[src/rtl/program_loader.sv]
// Byte-stream program loader: takes a length-prefixed image, writes it to program
// memory from address 0 upward, and holds the CPU in reset until the load settles.
module program_loader #(
  parameter int ADDR_WIDTH = 8,
  parameter int RST_HOLD   = 3
) (
  input  logic                  clk,
  input  logic                  rst,
  input  logic                  in_valid,
  input  logic [7:0]            in_data,
  output logic                  in_ready,
  input  logic                  load_req,
  output logic                  mem_we,
  output logic [ADDR_WIDTH-1:0] mem_addr,
  output logic [7:0]            mem_wdata,
  output logic                  cpu_rst,
  output logic                  done,
  output logic                  overflow,
  output logic [2:0]            state
);

  // Handshake: a byte moves on a rising edge where in_valid && in_ready. in_ready
  // depends only on the state, never on in_valid, so the source may hold in_valid
  // high freely and in_data is ignored whenever no transfer takes place.

  localparam logic [2:0] S_LEN_HI = 3'd0;
  localparam logic [2:0] S_LEN_LO = 3'd1;
  localparam logic [2:0] S_DATA   = 3'd2;
  localparam logic [2:0] S_HOLD   = 3'd3;
  localparam logic [2:0] S_RUN    = 3'd4;

  localparam int              HOLD_W    = $clog2(RST_HOLD + 1);
  localparam logic [HOLD_W-1:0] HOLD_ONE  = HOLD_W'(1);
  localparam logic [HOLD_W-1:0] HOLD_LAST = HOLD_W'(RST_HOLD - 1);
  localparam logic [16:0]       DEPTH     = 17'd1 << ADDR_WIDTH;

  logic [2:0]        state_q;
  logic [2:0]        next_state;
  logic [7:0]        len_hi_q;
  logic [15:0]       len_q;
  logic [15:0]       count_q;
  logic [HOLD_W-1:0] hold_q;
  logic              xfer;
  logic              last_data;
  logic              in_range;
  logic [15:0]       hdr_len;

  assign state     = state_q;
  assign xfer      = in_valid && in_ready;
  assign hdr_len   = {len_hi_q, in_data};
  assign last_data = (count_q == len_q - 16'd1);
  // Bytes beyond the memory depth are still consumed to keep the stream framed.
  assign in_range  = ({1'b0, count_q} < DEPTH);

  always_ff @(posedge clk) begin
    if (rst) begin
      state_q <= S_LEN_HI;
    end else begin
      state_q <= next_state;
    end
  end

  always_comb begin
    next_state = state_q;
    case (state_q)
      S_LEN_HI: if (xfer) next_state = S_LEN_LO;
      S_LEN_LO: if (xfer) next_state = (hdr_len != 16'd0) ? S_DATA : S_HOLD;
      S_DATA:   if (xfer && last_data) next_state = S_HOLD;
      S_HOLD:   if (hold_q == HOLD_LAST) next_state = S_RUN;
      S_RUN:    if (load_req) next_state = S_LEN_HI;
      default:  next_state = S_LEN_HI;
    endcase
  end

  always_comb begin
    in_ready = 1'b0;
    cpu_rst  = 1'b1;
    done     = 1'b0;
    case (state_q)
      S_LEN_HI, S_LEN_LO, S_DATA: in_ready = 1'b1;
      S_RUN: begin
        cpu_rst = 1'b0;
        done    = 1'b1;
      end
      default: ;
    endcase
  end

  // Datapath: header capture, byte counter, registered write port, hold timer.
  always_ff @(posedge clk) begin
    if (rst) begin
      len_hi_q  <= 8'd0;
      len_q     <= 16'd0;
      count_q   <= 16'd0;
      hold_q    <= '0;
      mem_we    <= 1'b0;
      mem_addr  <= '0;
      mem_wdata <= 8'd0;
      overflow  <= 1'b0;
    end else begin
      mem_we <= 1'b0;
      case (state_q)
        S_LEN_HI: if (xfer) len_hi_q <= in_data;
        S_LEN_LO: begin
          if (xfer) begin
            len_q    <= hdr_len;
            count_q  <= 16'd0;
            overflow <= 1'b0;
          end
        end
        S_DATA: begin
          if (xfer) begin
            count_q <= count_q + 16'd1;
            if (in_range) begin
              mem_we    <= 1'b1;
              mem_addr  <= count_q[ADDR_WIDTH-1:0];
              mem_wdata <= in_data;
            end else begin
              overflow <= 1'b1;
            end
          end
        end
        default: ;
      endcase
      hold_q <= (state_q == S_HOLD) ? hold_q + HOLD_ONE : '0;
    end
  end

endmodule

[config.mk]
export PLATFORM = sky130hd
export DESIGN_NAME = program_loader
export DESIGN_NICKNAME = d
export VERILOG_FILES = /design/src/rtl/program_loader.sv
export SDC_FILE = /design/constraint.sdc
export NUM_CORES = 1
export LEC_CHECK = 0
export ABC_AREA = 1
export BUFFER_PORTS_ARGS = -buffer_cell sky130_fd_sc_hd__buf_2
export CAP_MARGIN = 20
export CORE_MARGIN = 4
export CORE_UTILIZATION = 55
export DETAILED_ROUTE_END_ITERATION = 10
export GPL_TIMING_DRIVEN = 0
export HOLD_SLACK_MARGIN = 0.1
export PLACE_DENSITY_LB_ADDON = 0.08
export SYNTH_ARGS = -nofsm -noshare
export SYNTH_HDL_FRONTEND = slang
export SYNTH_SLANG_ARGS = --single-unit
[constraint.sdc]
create_clock -name clk -period 1.87 [get_ports clk]
set_input_delay 0.2805 -clock clk [delete_from_list [all_inputs] [get_ports clk]]
set_output_delay 0.2805 -clock clk [all_outputs]
set_load 0.005 [all_outputs]
==> flow_summary.toml, run 1 <==
[worst_setup_path]
crit_top_cell = "nand3_2"
worstPathCellList = "inv_4, ha_4, inv_2, nand2_2, nand3_2, nor2_2, nand3_1, nor2_1, nand2_1, nor2_2, nand3_2, nand2_4, nand3_2, nand2_1, nor2_1"
worstPathMaxFanout = 5
critPathLaunchType = "flip-flop"
crit_slowest_cell = "dfxtp_2"
worst-path-buf-inv = 2
max_stage_delay_ns = 0.36
crit_type = "reg -> reg"
arrival_ns = 2.08
endpoint_kind = "flip-flop"
crit_required_ns = 2.10
path_delay_family = "simple AND/OR/NAND/NOR gates"

[floorplanning]
rows = 28
die_h_um = 85.7
initial_core_util_pct = 56.4
die_x_um = 85.7
dieArea_um2 = 7340
pin_count = 36
core_um2 = 5890

[timing]
grt_setup_unrepaired = "yes"
fin_worst_skew_ns = 0.00478
post-route-period-util_pct = 98.6
whs_ns = 0.232
slew_headroom_pct = 56.9
hold_viol_final = 0
maxSlewViolCount = 0
max_freq_mhz = 543
worstMarginPinSlew_ns = 0.642
finalSetupViolCount = 0
timing.final.ws_setup_ns = 0.0267
min_period_ns = 1.84

[route]
vias_per_cell = 5.43
vias = 3286
wl_per_cell_um = 14.3
drt-initial-drc-count = 234
drt_first_pass_iters = 6
route.detailed.drc = 0
wl_um = 8640
ant_nets = 0

[yosys]
synthTopCellsByCount = "nand2_1 (92), dfxtp_1 (63), inv_1 (54)"
synth.largest_area_cell = "dfxtp_1"
synth_seq_area_share_pct = 38.0
syn_inst = 476
netlist_area_um2 = 3320
synthTopCellsByArea = "dfxtp_1 (38%), nand2_1 (10%), a21oi_1 (7.5%), o21ai_0 (7.4%), inv_1 (6.1%)"
avgSynthCellArea_um2 = 6.97
synth_fp_nets = 491
synth-seq-cells = 63
synth_edf_count = 0
synth.distinct_cells = 34
synth_top_area_share_pct = 38.0
synth.most_common_cell = "nand2_1"
async_reset_ff_share_pct = 0
ys.flop_type = "dfxtp_1"
yosys_warnings = 0

[global_routing]
antenna_found_initial = 0
track_usage_pct = 25.2
first_global_vias = 3156
grt_max_degree = 11
overflow = 0
grt_pass1_wl_um = 14700

[cts]
cts.sinks = 63
worst_skew_pair.late_latency_ns = 0.34
cts_made_buffers = 9
cts_hold_buf = 0
htree_levels = 3
clockBufferDepth = 2
tritoncts = "built"
cts_root_buf = "clkbuf_8"
clkTransAtPathRegs_ns = 0.07

[finish]
nets = 541
drive_gt1_share_pct = 21.7
area_growth_pct = 17.4
antenna_cells = 0
fin_util_pct = 66.2

[flow_run]
drv_cap = 0

[hold_path]
hp-class = "in -> reg"

[pwr]
p_per_area_nw_per_um2 = 1440
vdd_drop_max_v = 0.000853
p_total_w = 0.00561
p_leak_nw = 1.78

[status]
outcome = "finished, final reports clean"

[placed_design]
port_buffers = 34
gp_congestion = 0.885
dp_hpwl_um = 6400
dp_slack_ns = -0.141
[stage by stage]
stage,cells,setup TNS [ns],instance area [µm²]
floorplan,476,0,3320
global placement,585,-0.225,3580
detailed placement,585,-0.389,3580
CTS,603,-0.0389,3840
global route,605,-1.37,3890
finish,605,0,3890
[sequential cells by signal (all words and copies together) (netlist names)]
signal and cells:
count_q 16, hold_q 2, len_hi_q 8, len_q 16
mem_addr 8, mem_wdata 8, mem_we 1, overflow 1
state 3
[cells in the final DEF, fill, tap and decap left out, drive strengths merged, types with 3 or more instances in the layout]
cell	n
buf	51
nand2	97
dfxtp	63
xnor2	4
a21oi	50
clkbuf	19
nor3	5
clkinv	3
a221oi	6
xor2	11
o21ai	55
nand4	9
nor4	4
nand3	24
inv	60
ha	3
nor2	58
[worst register-to-register path, stage by stage (launching register included)]
cell	delay, ns
dfxtp_2	0.36
inv_4	0.05
ha_4	0.26
inv_2	0.03
nand2_2	0.05
nand3_2	0.06
nor2_2	0.12
nand3_1	0.08
nor2_1	0.12
nand2_1	0.09
nor2_2	0.11
nand3_2	0.11
nand2_4	0.12
nand3_2	0.06
nand2_1	0.07
nor2_1	0.04
[per-layer routing]
metal	up-vias	track usage (%)	part of all wire, %
li1	1656	-	-
met1	1515	33.4	47
met2	101	41.0	47
met3	14	4.90	5.1
met4	0	8.92	1.5
met5	-	0	0
[path summary, 6_finish.rpt]
kind                                             from               endpoint  slack, ns  cells past startpoint
worst max register to register  len_q[0]$_SDFFE_PP0P_  state[0]$_SDFFE_PP0P_       0.03                     15
worst min-delay path                       in_data[2]  len_q[2]$_SDFFE_PP0P_       0.23                      3
worst max-delay path            len_q[0]$_SDFFE_PP0P_  state[0]$_SDFFE_PP0P_       0.03                     15
worst min register to register   hold_q[0]$_SDFF_PP0_   hold_q[0]$_SDFF_PP0_       0.42                      1
[final cells by class]
class,count,area [µm²]
Fill cell,547,1990
Multi-Input combinational cell,332,1780
Sequential cell,63,1270
Inverter,61,231
Timing Repair Buffer,39,208
Clock buffer,11,141
Buffer,20,108
Tap cell,75,93.8
Clock inverter,4,70.1
[power breakdown]
group	internal [W]	switching (W)	total [W]
Combinational	0.000918	0.00152	0.00244
Sequential	0.00160	0.000272	0.00187
Clock	0.000776	0.000523	0.00130
[timing repair]
| action | in CTS | in global routing |
|---|---|---|
| pin swaps | 8 | 13 |
| setup endpoints to repair | 3 | 38 |
| setup buffers | 3 | 2 |
| endpoints found under the hold margin | 0 | 0 |
| gates resized for setup | 10 | 12 |
[cell families (layout without fill, tap and decap cells)]
| family | count (synthesis) | after routing | share of synthesized area, % |
|---|---|---|---|
| AOI/OAI and AO/OA | 115 | 115 | 18.6 |
| xor gates and xnor gates | 15 | 15 | 3.96 |
| adders and majority gates | 3 | 3 | 1.13 |
| buffers and inverters | 81 | 135 | 10.1 |
| DFF | 63 | 63 | 38.0 |
| and+or+nand+nor | 199 | 199 | 28.2 |
Power figures use the tool's default switching activity.
==> run 2, diff against run 1 <==
- CORE_ASPECT_RATIO: default -> 0.75
- MAX_ROUTING_LAYER: default -> met4
==> flow_summary.toml, run 2 (same netlist as run 1, synthesis figures left out) <==
[pwr]
p_total_w = 0.00560
p_comb_share_pct = 43.3
p_sw_share_pct = 41.2
p_per_area_nw_per_um2 = 1430
p_int_w = 0.00329
clkPwrFrac_pct = 23.2
p_sw_w = 0.00231
vdd_drop_max_v = 0.000704
p_seq_share_pct = 33.6
p_leak_nw = 1.79

[floorplanning]
core_um2 = 5830
dieArea_um2 = 7350
rows = 24
initial_core_util_pct = 56.9
pin_count = 36
die_x_um = 97.7
die_h_um = 75.3

[route]
ant_nets = 0
drt_first_pass_iters = 5
vias = 3293
route.detailed.drc = 0
drt-initial-drc-count = 289
vias_per_cell = 5.43
wl_per_cell_um = 14.4
wl_um = 8760

[cts]
cts.sinks = 63
htree_levels = 3
worst_skew_pair.late_latency_ns = 0.35
tritoncts = "built"
cts_made_buffers = 9
cts_root_buf = "clkbuf_8"
clkTransAtPathRegs_ns = 0.07
clockBufferDepth = 2

[timing]
min_period_ns = 1.90
maxSlewViolCount = 0
post-route-period-util_pct = 101
grt_setup_unrepaired = "yes"
timing.final.ws_setup_ns = -0.0252
worstMarginPinSlew_ns = 0.518
slew_headroom_pct = 65.4
finalSetupViolCount = 3
hold_viol_final = 0
max_freq_mhz = 528
fin_worst_skew_ns = 0.00593

[finish]
antenna_cells = 0
final_cell_mix = "nand2_1 (90), dfxtp_1 (58), inv_1 (51)"
drive_gt1_share_pct = 21.6
area_growth_pct = 17.9
final_common_cell = "nand2_1"
nets = 540
reg_top3 = "count_q (16), len_q (16)"
fin_util_pct = 67.1
fin_cells = 607

[worst_setup_path]
crit_type = "reg -> reg"
worstPathMaxFanout = 5
reg2reg_to = "state[0]$_SDFFE_PP0P_"
ff2ff_path_depth = 15
reg2reg_slack_ns = -0.03
endpoint_kind = "flip-flop"
arrival_ns = 2.14
crit_required_ns = 2.12
critPathLaunchType = "flip-flop"
r2r-start = "len_q[0]$_SDFFE_PP0P_"

[placed_design]
dp_hpwl_um = 6370
port_buffers = 34
dp.cells = 588
gp_congestion = 0.924

[hold_path]
min_from = "in_data[0]"
holdPathEnd = "len_hi_q[0]$_SDFFE_PP0P_"
hp-class = "in -> reg"
hold_depth = 3

[status]
outcome = "finished, violations left"
violations = "setup timing"

[global_routing]
overflow = 0
track_usage_pct = 25.5
grt_pass1_wl_um = 14400
grt_max_degree = 11
antenna_found_initial = 0
first_global_vias = 2988

[flow_run]
drv_cap = 0
==> run 2: cell types whose count changed in the layout (fill, tap and decap cells not counted), sizes merged <==
cell and change:
buf -1
==> run 2: cell type report <==
type	count	area, µm²
Tap cell	78	97.6
Clock inverter	4	70.1
Multi-Input combinational cell	332	1790
Sequential cell	63	1270
Inverter	61	231
Clock buffer	11	141
Timing Repair Buffer	38	200
Buffer	20	108
Fill cell	521	1920
==> run 2: worst max-delay path by stage <==
stage                               start               endpoint
floorplan           len_q[0]$_SDFFE_PP0P_  state[2]$_SDFFE_PP0P_
global placement    len_q[0]$_SDFFE_PP0P_  state[2]$_SDFFE_PP0P_
detailed placement  len_q[0]$_SDFFE_PP0P_  state[2]$_SDFFE_PP0P_
CTS                 len_q[0]$_SDFFE_PP0P_  state[0]$_SDFFE_PP0P_
global route        len_q[3]$_SDFFE_PP0P_  state[1]$_SDFFE_PP0P_
finish              len_q[0]$_SDFFE_PP0P_  state[0]$_SDFFE_PP0P_
==> run 2: per-stage QoR <==
step	hold slack, ns	instance area [µm²]	TNS, ns	setup WS [ns]
after floorplan	0.391	3320	0	0.149
after global placement	0.399	3580	-0.381	-0.140
after detailed placement	0.406	3580	-0.436	-0.159
after CTS	0.224	3840	-0.00768	-0.00508
after global routing	0.233	3910	-0.763	-0.147
final	0.233	3910	-0.0565	-0.0252
==> run 2: layer usage <==
metal | up-vias | wire length (µm) | global-route usage, %
li1 | 1657 | - | -
met1 | 1500 | 4300 | 34.2
met2 | 113 | 3740 | 37.5
met3 | 23 | 570 | 7.13
met4 | 0 | 157 | 7.99
met5 | - | 0 | -
==> run 2: repair_timing <==
action | in CTS | in global routing
resized for setup | 9 | 17
hold buffers | 0 | 0
pin swaps | 6 | 12
setup buffers | 3 | 1
setup endpoints to repair | 5 | 39
==> run 2: critical path, stage by stage, from the launching register on <==
cell	delay (ns)
dfxtp_2	0.36
inv_4	0.04
ha_4	0.26
inv_2	0.03
nand2_2	0.05
nand3_2	0.06
nor2_2	0.12
nand3_1	0.10
nor2_1	0.12
nand2_1	0.08
nor2_1	0.12
nand3_2	0.15
nand2_4	0.13
nand3_2	0.06
nand2_1	0.08
nor2_1	0.04
==> run 2: power by group through the flow <==
stage	Combinational [W]	Sequential (W)	Clock, W
floorplan	0.00176	0.00182	0
global placement	0.00222	0.00188	0
detailed placement	0.00228	0.00188	0
CTS	0.00234	0.00186	0.00131
global route	0.00272	0.00192	0.00137
finish	0.00242	0.00188	0.00130
==> run 3, diff against run 2 <==
- CORE_UTILIZATION: 55 -> 40
==> flow_summary.toml, run 3 (same netlist as run 1, synthesis figures left out) <==
[floorplanning]
core_um2 = 7990
die_h_um = 86.9
dieArea_um2 = 9830
rows = 28
initial_core_util_pct = 41.5
pin_count = 36
die_x_um = 113

[worst_setup_path]
crit_type = "reg -> reg"
endpoint_kind = "flip-flop"
reg2reg_to = "state[2]$_SDFFE_PP0P_"
worstPathMaxFanout = 5
reg2reg_slack_ns = 0.08
arrival_ns = 2.07
crit_required_ns = 2.15
r2r-start = "len_q[0]$_SDFFE_PP0P_"
ff2ff_path_depth = 14
critPathLaunchType = "flip-flop"
cp-startpoint = "len_q[0]$_SDFFE_PP0P_"

[cts]
tritoncts = "built"
clkTransAtPathRegs_ns = 0.08
clockBufferDepth = 2
htree_levels = 3
cts_made_buffers = 9
worst_skew_pair.late_latency_ns = 0.35
cts_hold_buf = 0
cts.sinks = 63
cts_root_buf = "clkbuf_8"

[finish]
final_common_cell = "nand2_1"
reg_top3 = "count_q (16), len_q (16)"
fin_util_pct = 50.8
drive_gt1_share_pct = 26.0
nets = 545
antenna_cells = 0
area_growth_pct = 22.4
final_cell_mix = "nand2_1 (87), dfxtp_1 (55), inv_1 (50), a21oi_1 (50), o21ai_0 (48)"

[timing]
whs_ns = 0.245
min_period_ns = 1.79
slew_headroom_pct = 60.8
hold_viol_final = 0
worstMarginPinSlew_ns = 0.588
max_freq_mhz = 559
maxSlewViolCount = 0
timing.final.ws_setup_ns = 0.0814
fin_worst_skew_ns = 0.0118
finalSetupViolCount = 0
grt_setup_unrepaired = "yes"
post-route-period-util_pct = 95.6
fin_setup_tns_ns = 0

[route]
vias = 3314
ant_nets = 0
drt-initial-drc-count = 225
wl_um = 9330
drt_first_pass_iters = 4
vias_per_cell = 5.18
route.detailed.drc = 0
wl_per_cell_um = 14.6

[placed_design]
gp_congestion = 0.842
port_buffers = 34
dp_slack_ns = -0.174
dp_hpwl_um = 6980

[global_routing]
antenna_found_initial = 0
track_usage_pct = 20.5
grt_pass1_wl_um = 15400
first_global_vias = 3107
grt_max_degree = 13
overflow = 0

[hold_path]
holdPathEnd = "len_hi_q[2]$_SDFFE_PP0P_"
hp-class = "in -> reg"
min_from = "in_data[2]"
hold_depth = 3

[pwr]
p_leak_nw = 1.81
p_per_area_nw_per_um2 = 1390
vdd_drop_max_v = 0.000593

[flow_run]
drv_cap = 0

[status]
outcome = "finished, final reports clean"
run 3: cell type report:
cell class                      instances  area (µm²)
Fill cell                             844        3930
Multi-Input combinational cell        332        1860
Sequential cell                        63        1280
Timing Repair Buffer                   43         238
Inverter                               61         231
Clock buffer                           10         138
Tap cell                              105         131
Buffer                                 20         114
Clock inverter                          6        68.8
run 3: what timing repair did:
item | CTS | global route
buffers inserted | 3 | 6
pin swaps | 8 | 17
endpoints found under the setup margin | 17 | 41
gates resized for setup | 15 | 37
run 3: power breakdown:
group	total (W)	switching (W)	leakage, nW	internal, W
Combinational	0.00254	0.00158	1.19	0.000964
Sequential	0.00187	0.000263	0.516	0.00161
Clock	0.00122	0.000566	0.103	0.000658
run 3: worst max-delay path by stage:
stage | endpoint | slack (ns) | depth (start not counted)
2_1_floorplan | state[2]$_SDFFE_PP0P_ | 0.15 | 13
3_3_place_gp | state[2]$_SDFFE_PP0P_ | -0.14 | 14
3_5_place_dp | state[2]$_SDFFE_PP0P_ | -0.17 | 14
4_1_cts | state[2]$_SDFFE_PP0P_ | -0.03 | 15
5_1_grt | state[2]$_SDFFE_PP0P_ | -0.10 | 14
6_report | state[2]$_SDFFE_PP0P_ | 0.08 | 14
run 3: critical path, cell delays in order, from the launching register on:
cell     delay, ns
dfxtp_2       0.37
inv_4         0.04
ha_4          0.26
inv_2         0.03
nand2_2       0.06
nand3_2       0.07
nor2_2        0.14
nand3_2       0.08
nor2_2        0.10
nand2_2       0.06
nor2_2        0.09
nand3_2       0.09
nand2_4       0.11
nand4_1       0.10
nor2_1        0.12
run 3: through the flow:
step / total power, W / cell area [µm²] / cells
floorplan: 0.00358 / 3320 / 476
global placement: 0.00417 / 3620 / 615
detailed placement: 0.00419 / 3620 / 615
CTS: 0.00552 / 3890 / 634
global route: 0.00611 / 4060 / 640
finish: 0.00564 / 4060 / 640
run 3: layer usage:
layer / up-vias / GRT usage, % / wire length (µm)
li1: 1666 / - / -
met1: 1560 / 29.5 / 4710
met2: 80 / 29.2 / 3920
met3: 8 / 5.35 / 586
met4: 0 / 3.71 / 112
met5: - / - / 0
